File: src/rtl/id_fetch_frontend_pkg.sv
// id_fetch_frontend_pkg: opcode constants and immediate extraction shared by the ID front end
package id_fetch_frontend_pkg;

   localparam logic [6:0] OPC_JAL    = 7'b1101111;
   localparam logic [6:0] OPC_BRANCH = 7'b1100011;
   localparam logic [6:0] OPC_JALR   = 7'b1100111;

   function automatic logic [31:0] imm_j(input logic [31:0] instr);
      return {{12{instr[31]}}, instr[19:12], instr[20], instr[30:21], 1'b0};
   endfunction

   function automatic logic [31:0] imm_b(input logic [31:0] instr);
      return {{20{instr[31]}}, instr[7], instr[30:25], instr[11:8], 1'b0};
   endfunction

endpackage

File: src/rtl/id_fetch_frontend_bp.sv
// static_bp_decode: static BTFN/JAL predictor on the ID word, purely combinational
module static_bp_decode
   import id_fetch_frontend_pkg::*;
#(
   parameter logic PREDICT_BRANCH = 1'b1,
   parameter logic PREDICT_JAL    = 1'b1
) (
   input  logic [31:0] instr,
   input  logic [31:0] pc,
   output logic        predict,
   output logic [31:0] target
);

   logic is_jal;
   logic is_br;

   always_comb begin
      is_jal  = instr[6:0] == OPC_JAL;
      is_br   = instr[6:0] == OPC_BRANCH;
      // JALR and everything else fall through as not taken
      predict = is_jal ? PREDICT_JAL : (is_br & PREDICT_BRANCH & instr[31]);
      target  = pc + (is_jal ? imm_j(instr) : imm_b(instr));
   end

endmodule

File: src/rtl/id_fetch_frontend.sv
// id_fetch_frontend: aligns/holds the fetched word for decode, squashes wrong path, merges redirects
module id_fetch_frontend
   import id_fetch_frontend_pkg::*;
#(
   parameter logic PREDICT_BRANCH = 1'b1,
   parameter logic PREDICT_JAL    = 1'b1
) (
   input  logic        clk,
   input  logic        resetn,
   input  logic [31:0] instr_f_i,
   input  logic [31:0] pc_f_i,
   input  logic [31:0] pc_plus4_f_i,
   input  logic        stall_i,
   input  logic        ex_redirect_i,
   input  logic [31:0] ex_target_i,
   output logic        if_enable_o,
   output logic        if_taken_o,
   output logic [31:0] if_redirect_o,
   output logic [31:0] instr_d_o,
   output logic [31:0] pc_d_o,
   output logic [31:0] pc_plus4_d_o,
   output logic        valid_d_o,
   output logic        pred_taken_d_o
);

   logic        first_q;
   logic        kill_q;
   logic        hold_v_q;
   logic [31:0] hold_q;
   logic        predict;
   logic [31:0] pred_target;

   static_bp_decode #(
      .PREDICT_BRANCH (PREDICT_BRANCH),
      .PREDICT_JAL    (PREDICT_JAL)
   ) u_bp (
      .instr   (instr_d_o),
      .pc      (pc_f_i),
      .predict (predict),
      .target  (pred_target)
   );

   // outputs are forced to their quiet values while reset is asserted
   always_comb begin
      if_enable_o    = ~resetn | ~stall_i | ex_redirect_i;
      instr_d_o      = hold_v_q ? hold_q : instr_f_i;
      pc_d_o         = pc_f_i;
      pc_plus4_d_o   = pc_plus4_f_i;
      valid_d_o      = resetn & ~first_q & ~kill_q & ~ex_redirect_i;
      pred_taken_d_o = valid_d_o & predict;
      if_taken_o     = resetn & (ex_redirect_i | (pred_taken_d_o & ~stall_i));
      if_redirect_o  = ex_redirect_i ? ex_target_i : pred_target;
   end

   // fetch re-reads the next address while stalled, so the word is captured on stall entry
   always_ff @(posedge clk) begin
      if (!resetn) begin
         first_q  <= 1'b1;
         kill_q   <= 1'b0;
         hold_v_q <= 1'b0;
         hold_q   <= 32'h0;
      end else if (if_enable_o) begin
         first_q  <= 1'b0;
         kill_q   <= if_taken_o;
         hold_v_q <= 1'b0;
      end else if (!hold_v_q) begin
         hold_q   <= instr_f_i;
         hold_v_q <= 1'b1;
      end
   end

endmodule

File: config.mk
export PLATFORM = sky130hd
export DESIGN_NAME = id_fetch_frontend
export DESIGN_NICKNAME = d
export VERILOG_FILES = /design/src/rtl/id_fetch_frontend_pkg.sv /design/src/rtl/id_fetch_frontend_bp.sv /design/src/rtl/id_fetch_frontend.sv
export SDC_FILE = /design/constraint.sdc
export NUM_CORES = 1
export LEC_CHECK = 0
export CAP_MARGIN = 20
export CELL_PAD_IN_SITES_DETAIL_PLACEMENT = 0
export CELL_PAD_IN_SITES_GLOBAL_PLACEMENT = 2
export CORE_UTILIZATION = 22
export CTS_CLUSTER_DIAMETER = 100
export DETAILED_ROUTE_END_ITERATION = 6
export PLACE_DENSITY_LB_ADDON = 0.1
export SYNTH_ARGS = -nofsm -noshare
export SYNTH_HDL_FRONTEND = slang
export SYNTH_HIERARCHICAL = 1
export SYNTH_SLANG_ARGS = --single-unit
File: constraint.sdc
create_clock -name clk -period 13.9 [get_ports clk]
set_clock_uncertainty 0.2 [all_clocks]
set_input_delay 1.39 -clock clk [delete_from_list [all_inputs] [get_ports clk]]
set_output_delay 1.39 -clock clk [all_outputs]
set_load 0.01 [all_outputs]
==> flow_summary.toml, run 1 <==
[sta]
tightest_slew_ns = 0.959
clock.fmax_mhz = 131
hold_violations = 0
worst_hold_slack_ns = 0.254
finalCriticalPeriod_ns = 7.64
slew_viol_final = 0
max_slew_margin_pct = 36.0
finalCritPeriodShare_pct = 54.9
worst_slack_ns = 6.26
setup_tns_ns = 0
rsz0062_at_grt = "no"
finalSetupViolCount = 0

[power]
leakagePower_nw = 2.46
switching_power_mw = 0.162
pwr-share-seq_pct = 22.5
finalPower_mw = 0.486
p_comb_share_pct = 50.0
clkPwrFrac_pct = 27.5
sw_frac_of_total_pct = 33.4
peakVddDrop_mv = 0.0483
p_int_mw = 0.324
p_per_area_nw_per_um2 = 78.4

[global_route]
grt_pass1_vias = 3980
antenna_found_initial = 0
grt_overflow = 0
grt_max_degree = 70
grt_pass1_wl_um = 21900
grtUsageTotal_pct = 14.0

[cts]
cts_tree = "built"
htreeDepth = 2
cts.sinks = 35
postCtsHoldBufs = 0
clk_pin_slew_ns = 0.06
cts_resized = 0
clockBufferDepth = 2
cts_buffers = 5
clk_latency_ns = 0.28
post_cts_buffers = 0
cts-root-buf = "clkbuf_16"

[floorplan]
pin_count = 264
initial_core_util_pct = 22.4
chipHeight_um = 143
die_w_um = 143
die_area_um2 = 20400
fp-row-count = 51
core_area_um2 = 19500

[layout]
layout.area.seq_um2 = 702
final_nets = 806
antennaDiodeCount = 0
num-fill-cells = 2032
multiInputGateArea_um2 = 2970
drive_above_1_share_pct = 14.0
final_area_um2 = 6200
area_growth_pct = 42.3

[worst_setup_path]
reg2reg_depth = 6
critPathKind = "in2out"
cp.arrival_ns = 6.05
cp_data_required_time_ns = 12.31
reg2reg_to = "kill_q"
cp-start-kind = "input pin"
reg2reg_slack_ns = 11.23
r2r-start = "hold_v_q"
crit_fanout = 14
cp-end-kind = "output port"

[logic_synthesis]
syn_area_um2 = 4360
yosys_most_used_dff = "dfxtp_1"
synth-seq-cells = 35
synth_cells = 521
ys_seq_area_share_pct = 16.1
synth.distinct_cells = 44
synth-edff-count = 0
syn_avg_cell_area_um2 = 8.36
syn_nets = 687
ys_warn_count = 6
postSynth.asyncResetShare_pct = 0

[route]
totalWireLength_um = 14500
route.detailed.drc = 0
first_iter_violations = 176
num_vias = 4017
ant_nets = 0
wire_per_inst_um = 16.0
vias_per_cell = 4.43
drt_pass1_iterations = 4

[placement]
dp_slack_ns = 6.21
placed_area_um2 = 6030
place.gp.congestion = 0.883
io_buffer_count = 199
dp_hpwl_um = 11400

[hold_path]
hp-start = "hold_q[1]"
hp-class = "reg2reg"
hold_end = "hold_q[1]"
hold_path_depth = 2

[run_status]
status = "finished clean"

[job]
cap_violations = 0
sequential cells by signal, indices dropped and copies added, names as in the netlist:
register  cells
first_q       1
hold_q       32
hold_v_q      1
kill_q        1
cell type report:
cell class                      instances  area share (%)
Clock buffer                            5            2.02
Clock inverter                          3           0.706
Inverter                                8           0.484
Multi-Input combinational cell        388            47.8
Sequential cell                        35            11.3
Tap cell                              265            5.34
Timing Repair Buffer                  202            32.3
synthesized netlist by cell type (all sizes together) (2+ instances only):
cell type | n | area [um^2]
ha | 33 | 413
a31oi | 3 | 18.8
clkbuf | 8 | 30.0
and3 | 2 | 12.5
buf | 82 | 637
nor2 | 17 | 63.8
a211oi | 3 | 22.5
mux2i | 32 | 320
nand2 | 84 | 315
nor3 | 2 | 10.0
xor2 | 15 | 131
o21ai | 17 | 85.1
mux2 | 69 | 777
nor2b | 4 | 25.0
xnor2 | 14 | 123
nand3 | 7 | 35.0
a21o | 21 | 158
o21a | 4 | 30.0
a21oi | 32 | 168
dfxtp | 35 | 701
and2 | 4 | 25.0
o21bai | 3 | 22.5
inv | 8 | 30.0
nand4 | 7 | 43.8
o31ai | 2 | 25.0
nor4b | 2 | 23.8
through the flow:
stage | utilization (%) | instances
4_1_cts | 31.9 | 906
2_1_floorplan | - | 521
6_report | 31.9 | 906
5_1_grt | 31.9 | 906
3_3_place_gp | 31.0 | 898
3_5_place_dp | 31.0 | 898
power groups by stage:
| stage | clock [mW] | combinational [mW] | sequential [mW] |
|---|---|---|---|
| after floorplan | 0 | 0.150 | 0.110 |
| after global placement | 0 | 0.246 | 0.112 |
| after detailed placement | 0 | 0.244 | 0.112 |
| after CTS | 0.139 | 0.246 | 0.110 |
| after global routing | 0.143 | 0.265 | 0.110 |
| final | 0.134 | 0.243 | 0.110 |
layer usage:
layer  share of wire [%]  track usage [%]  up-vias  wire length [um]
li1                    -                -     1993                 -
met1                  48             19.0     1854              7010
met2                  45             22.7      147              6510
met3                 5.4             2.28       23               786
met4                 1.2             3.57        0               175
met5                   0                0        -                 0
worst max-delay path by stage:
stage | slack [ns] | from | to
final | 6.26 | instr_f_i[4] | if_redirect_o[31]
after global routing | 5.93 | instr_f_i[4] | if_redirect_o[31]
after CTS | 6.18 | instr_f_i[4] | if_redirect_o[31]
after detailed placement | 6.21 | instr_f_i[4] | if_redirect_o[31]
after global placement | 6.34 | instr_f_i[4] | if_redirect_o[31]
after floorplan | 7.43 | instr_f_i[4] | if_redirect_o[29]
cell families (layout without fill, tap and decap cells):
family,count (synthesis),in the layout,synth area share [%]
xor gates and xnor gates,29,29,5.83
DFF,35,35,16.1
AOI/OAI and AO/OA,91,91,13.5
muxes,101,101,25.2
adders and majority gates,34,34,9.93
and+or+nand+nor,133,133,13.5
buffers and inverters,98,218,16.0
cells in the final DEF, fill, tap and decap left out, types with 2 or more instances in the layout:
cell type / n
inv_1: 8
a21oi_2: 2
o21ai_1: 3
clkdlybuf4s50_1: 197
nand2_1: 84
ha_1: 33
nor3_1: 2
a31oi_1: 3
a21o_1: 21
xnor2_1: 14
a211oi_1: 3
dfxtp_1: 34
buf_2: 2
a21oi_1: 30
o21bai_1: 3
o31ai_2: 2
xor2_1: 15
nand3_1: 7
clkbuf_16: 5
and2_1: 4
buf_4: 3
mux2i_1: 32
nor2b_1: 4
nand4_1: 7
o21a_1: 4
and3_1: 2
o21ai_0: 14
nor2_1: 17
mux2_2: 69
critical path: stages:
cell             delay, ns
clkdlybuf4s50_1       0.42
mux2_2                0.27
nor2b_1               0.12
nand4_1               0.14
nor2_1                0.15
buf_4                 0.22
mux2_2                0.18
ha_1                  0.20
inv_1                 0.07
fa_1                  0.40
nand2b_1              0.16
a21oi_1               0.27
a21oi_1               0.16
o21ai_1               0.35
a221o_1               0.34
nand3_1               0.12
o21ai_0               0.25
xnor2_1               0.11
mux2_2                0.26
clkdlybuf4s50_1       0.47
(Power assumes the default switching activity.)
==> run 2, diff against run 1 <==
--- a/config.mk
+++ b/config.mk
@@ -8,7 +8,7 @@
 export CAP_MARGIN = 20
 export CELL_PAD_IN_SITES_DETAIL_PLACEMENT = 0
 export CELL_PAD_IN_SITES_GLOBAL_PLACEMENT = 2
-export CORE_UTILIZATION = 22
+export CORE_UTILIZATION = 20
 export CTS_CLUSTER_DIAMETER = 100
 export DETAILED_ROUTE_END_ITERATION = 6
 export PLACE_DENSITY_LB_ADDON = 0.1
==> constraint.sdc (replaced) <==
create_clock -name clk -period 7.71 [get_ports clk]
set_clock_uncertainty 0.2 [all_clocks]
set_input_delay 0.771 -clock clk [delete_from_list [all_inputs] [get_ports clk]]
set_output_delay 0.771 -clock clk [all_outputs]
set_load 0.01 [all_outputs]
==> run 2 against run 1 <==
Highest routed layer unchanged; sequential cell count unchanged; first-iteration DRC count down 31%; power up 70%; register-to-register slack worse by 6.2 ns.
==> flow_summary.toml, run 2 (same netlist as run 1, synthesis figures left out) <==
[run_status]
status = "finished clean"

[floorplan]
die_w_um = 150
chipHeight_um = 150
initial_core_util_pct = 20.5
pin_count = 264
core_area_um2 = 21200
fp-row-count = 53
die_area_um2 = 22400

[route]
num_vias = 3915
wire_per_inst_um = 15.4
ant_nets = 0
route.detailed.drc = 0
vias_per_cell = 4.27
first_iter_violations = 122
drt_pass1_iterations = 4
totalWireLength_um = 14100

[power]
leakagePower_nw = 2.45
peakVddDrop_mv = 0.0625
p_per_area_nw_per_um2 = 134

[sta]
tightest_slew_ns = 0.913
finalSetupViolCount = 0
setup_tns_ns = 0
slew_viol_final = 0
worst_hold_slack_ns = 0.255
hold_violations = 0
max_slew_margin_pct = 39.2
rsz0062_at_grt = "no"
finalCriticalPeriod_ns = 6.58
worst_slack_ns = 1.13
finalCritPeriodShare_pct = 85.4
clock.fmax_mhz = 152

[cts]
postCtsHoldBufs = 0
clockBufferDepth = 2
cts.sinks = 35
clk_pin_slew_ns = 0.06
htreeDepth = 2
cts_buffers = 5
cts_resized = 0
clk_latency_ns = 0.28
post_cts_buffers = 0
cts-root-buf = "clkbuf_16"
cts_tree = "built"

[worst_setup_path]
critical_path.startpoint = "hold_v_q"
r2r-start = "hold_v_q"
crit_fanout = 33
cp.arrival_ns = 5.61
crit_end = "if_redirect_o[31]"
cp-start-kind = "flop"
critPathKind = "reg2out"
reg2reg_to = "kill_q"
reg2reg_slack_ns = 5.04
cp_data_required_time_ns = 6.74
reg2reg_depth = 6
cp-end-kind = "output port"

[layout]
area_growth_pct = 42.0
num-fill-cells = 2303
antennaDiodeCount = 0
final_nets = 806
largest_register = "hold_q"
largest_reg_flops = 32
layout_commonest_cell = "clkdlybuf4s50_1"
mostFrequentLayoutCells = "clkdlybuf4s50_1, nand2_1, mux2_2, dfxtp_1, ha_1"
final_cells = 916
final_util_pct = 29.2
drive_above_1_share_pct = 14.0

[global_route]
grt_pass1_vias = 3916
antenna_found_initial = 0
grt_max_degree = 70
grtUsageTotal_pct = 12.5
grt_pass1_wl_um = 21600
grt_overflow = 0

[hold_path]
hp-class = "reg2reg"
hp-start = "hold_q[19]"

[placement]
place.gp.congestion = 0.776
io_buffer_count = 199
placed_cells = 908
dp_hpwl_um = 11400
dp_slack_ns = 1.24

[job]
cap_violations = 0
## run 2: cell type report
class / count / area (um^2) / share of cell area (%)
Sequential cell: 35 / 702 / 11.3
Multi-Input combinational cell: 388 / 2970 / 47.9
Clock inverter: 3 / 15.0 / 0.243
Clock buffer: 5 / 125 / 2.02
Timing Repair Buffer: 202 / 2000 / 32.4
Inverter: 8 / 30.0 / 0.485
Tap cell: 275 / 344 / 5.56
## run 2: report_power, final
part           switching (mW)  total (mW)  internal (mW)
logic                   0.193       0.433          0.241
clock network          0.0792       0.197          0.118
registers             0.00727       0.198          0.190
total                   0.279       0.828          0.549
## run 2: worst min path at each step
stage	depth (start not counted)	end	slack [ns]
floorplan	2	hold_q[0]	0.23
finish	2	hold_q[19]	0.25
global placement	2	hold_q[31]	0.24
CTS	2	hold_q[19]	0.26
global route	2	hold_q[29]	0.26
detailed placement	2	hold_q[11]	0.24
## run 2: metrics by stage
step           area, um^2  power, mW
2_1_floorplan        4360      0.467
3_3_place_gp         6050      0.642
3_5_place_dp         6050      0.639
4_1_cts              6190      0.846
5_1_grt              6190      0.891
6_report             6190      0.828
## run 2: per-layer routing
| metal | vias up | wire (um) | part of all wire (%) | global-route usage, % |
|---|---|---|---|---|
| met3 | 13 | 714 | 5.1 | 1.37 |
| met5 | - | 0 | 0 | 0 |
| met2 | 139 | 6440 | 46 | 20.5 |
| met4 | 0 | 156 | 1.1 | 3.06 |
| met1 | 1760 | 6770 | 48 | 17.4 |
| li1 | 2003 | - | - | - |
## run 2: critical path: stages, from the launching register on
cell and delay, ns:
dfxtp_2 0.92, mux2_2 0.43, nor2b_1 0.11, nand4_1 0.15, nor2_1 0.14, buf_4 0.22, mux2_2 0.18, ha_1 0.18
inv_1 0.06, fa_1 0.39, nand2b_1 0.16, a21oi_1 0.27, a21oi_1 0.14, o21ai_1 0.36, a221o_1 0.33, nand3_1 0.13
o21ai_0 0.29, xnor2_1 0.11, mux2_2 0.26, clkdlybuf4s50_1 0.48
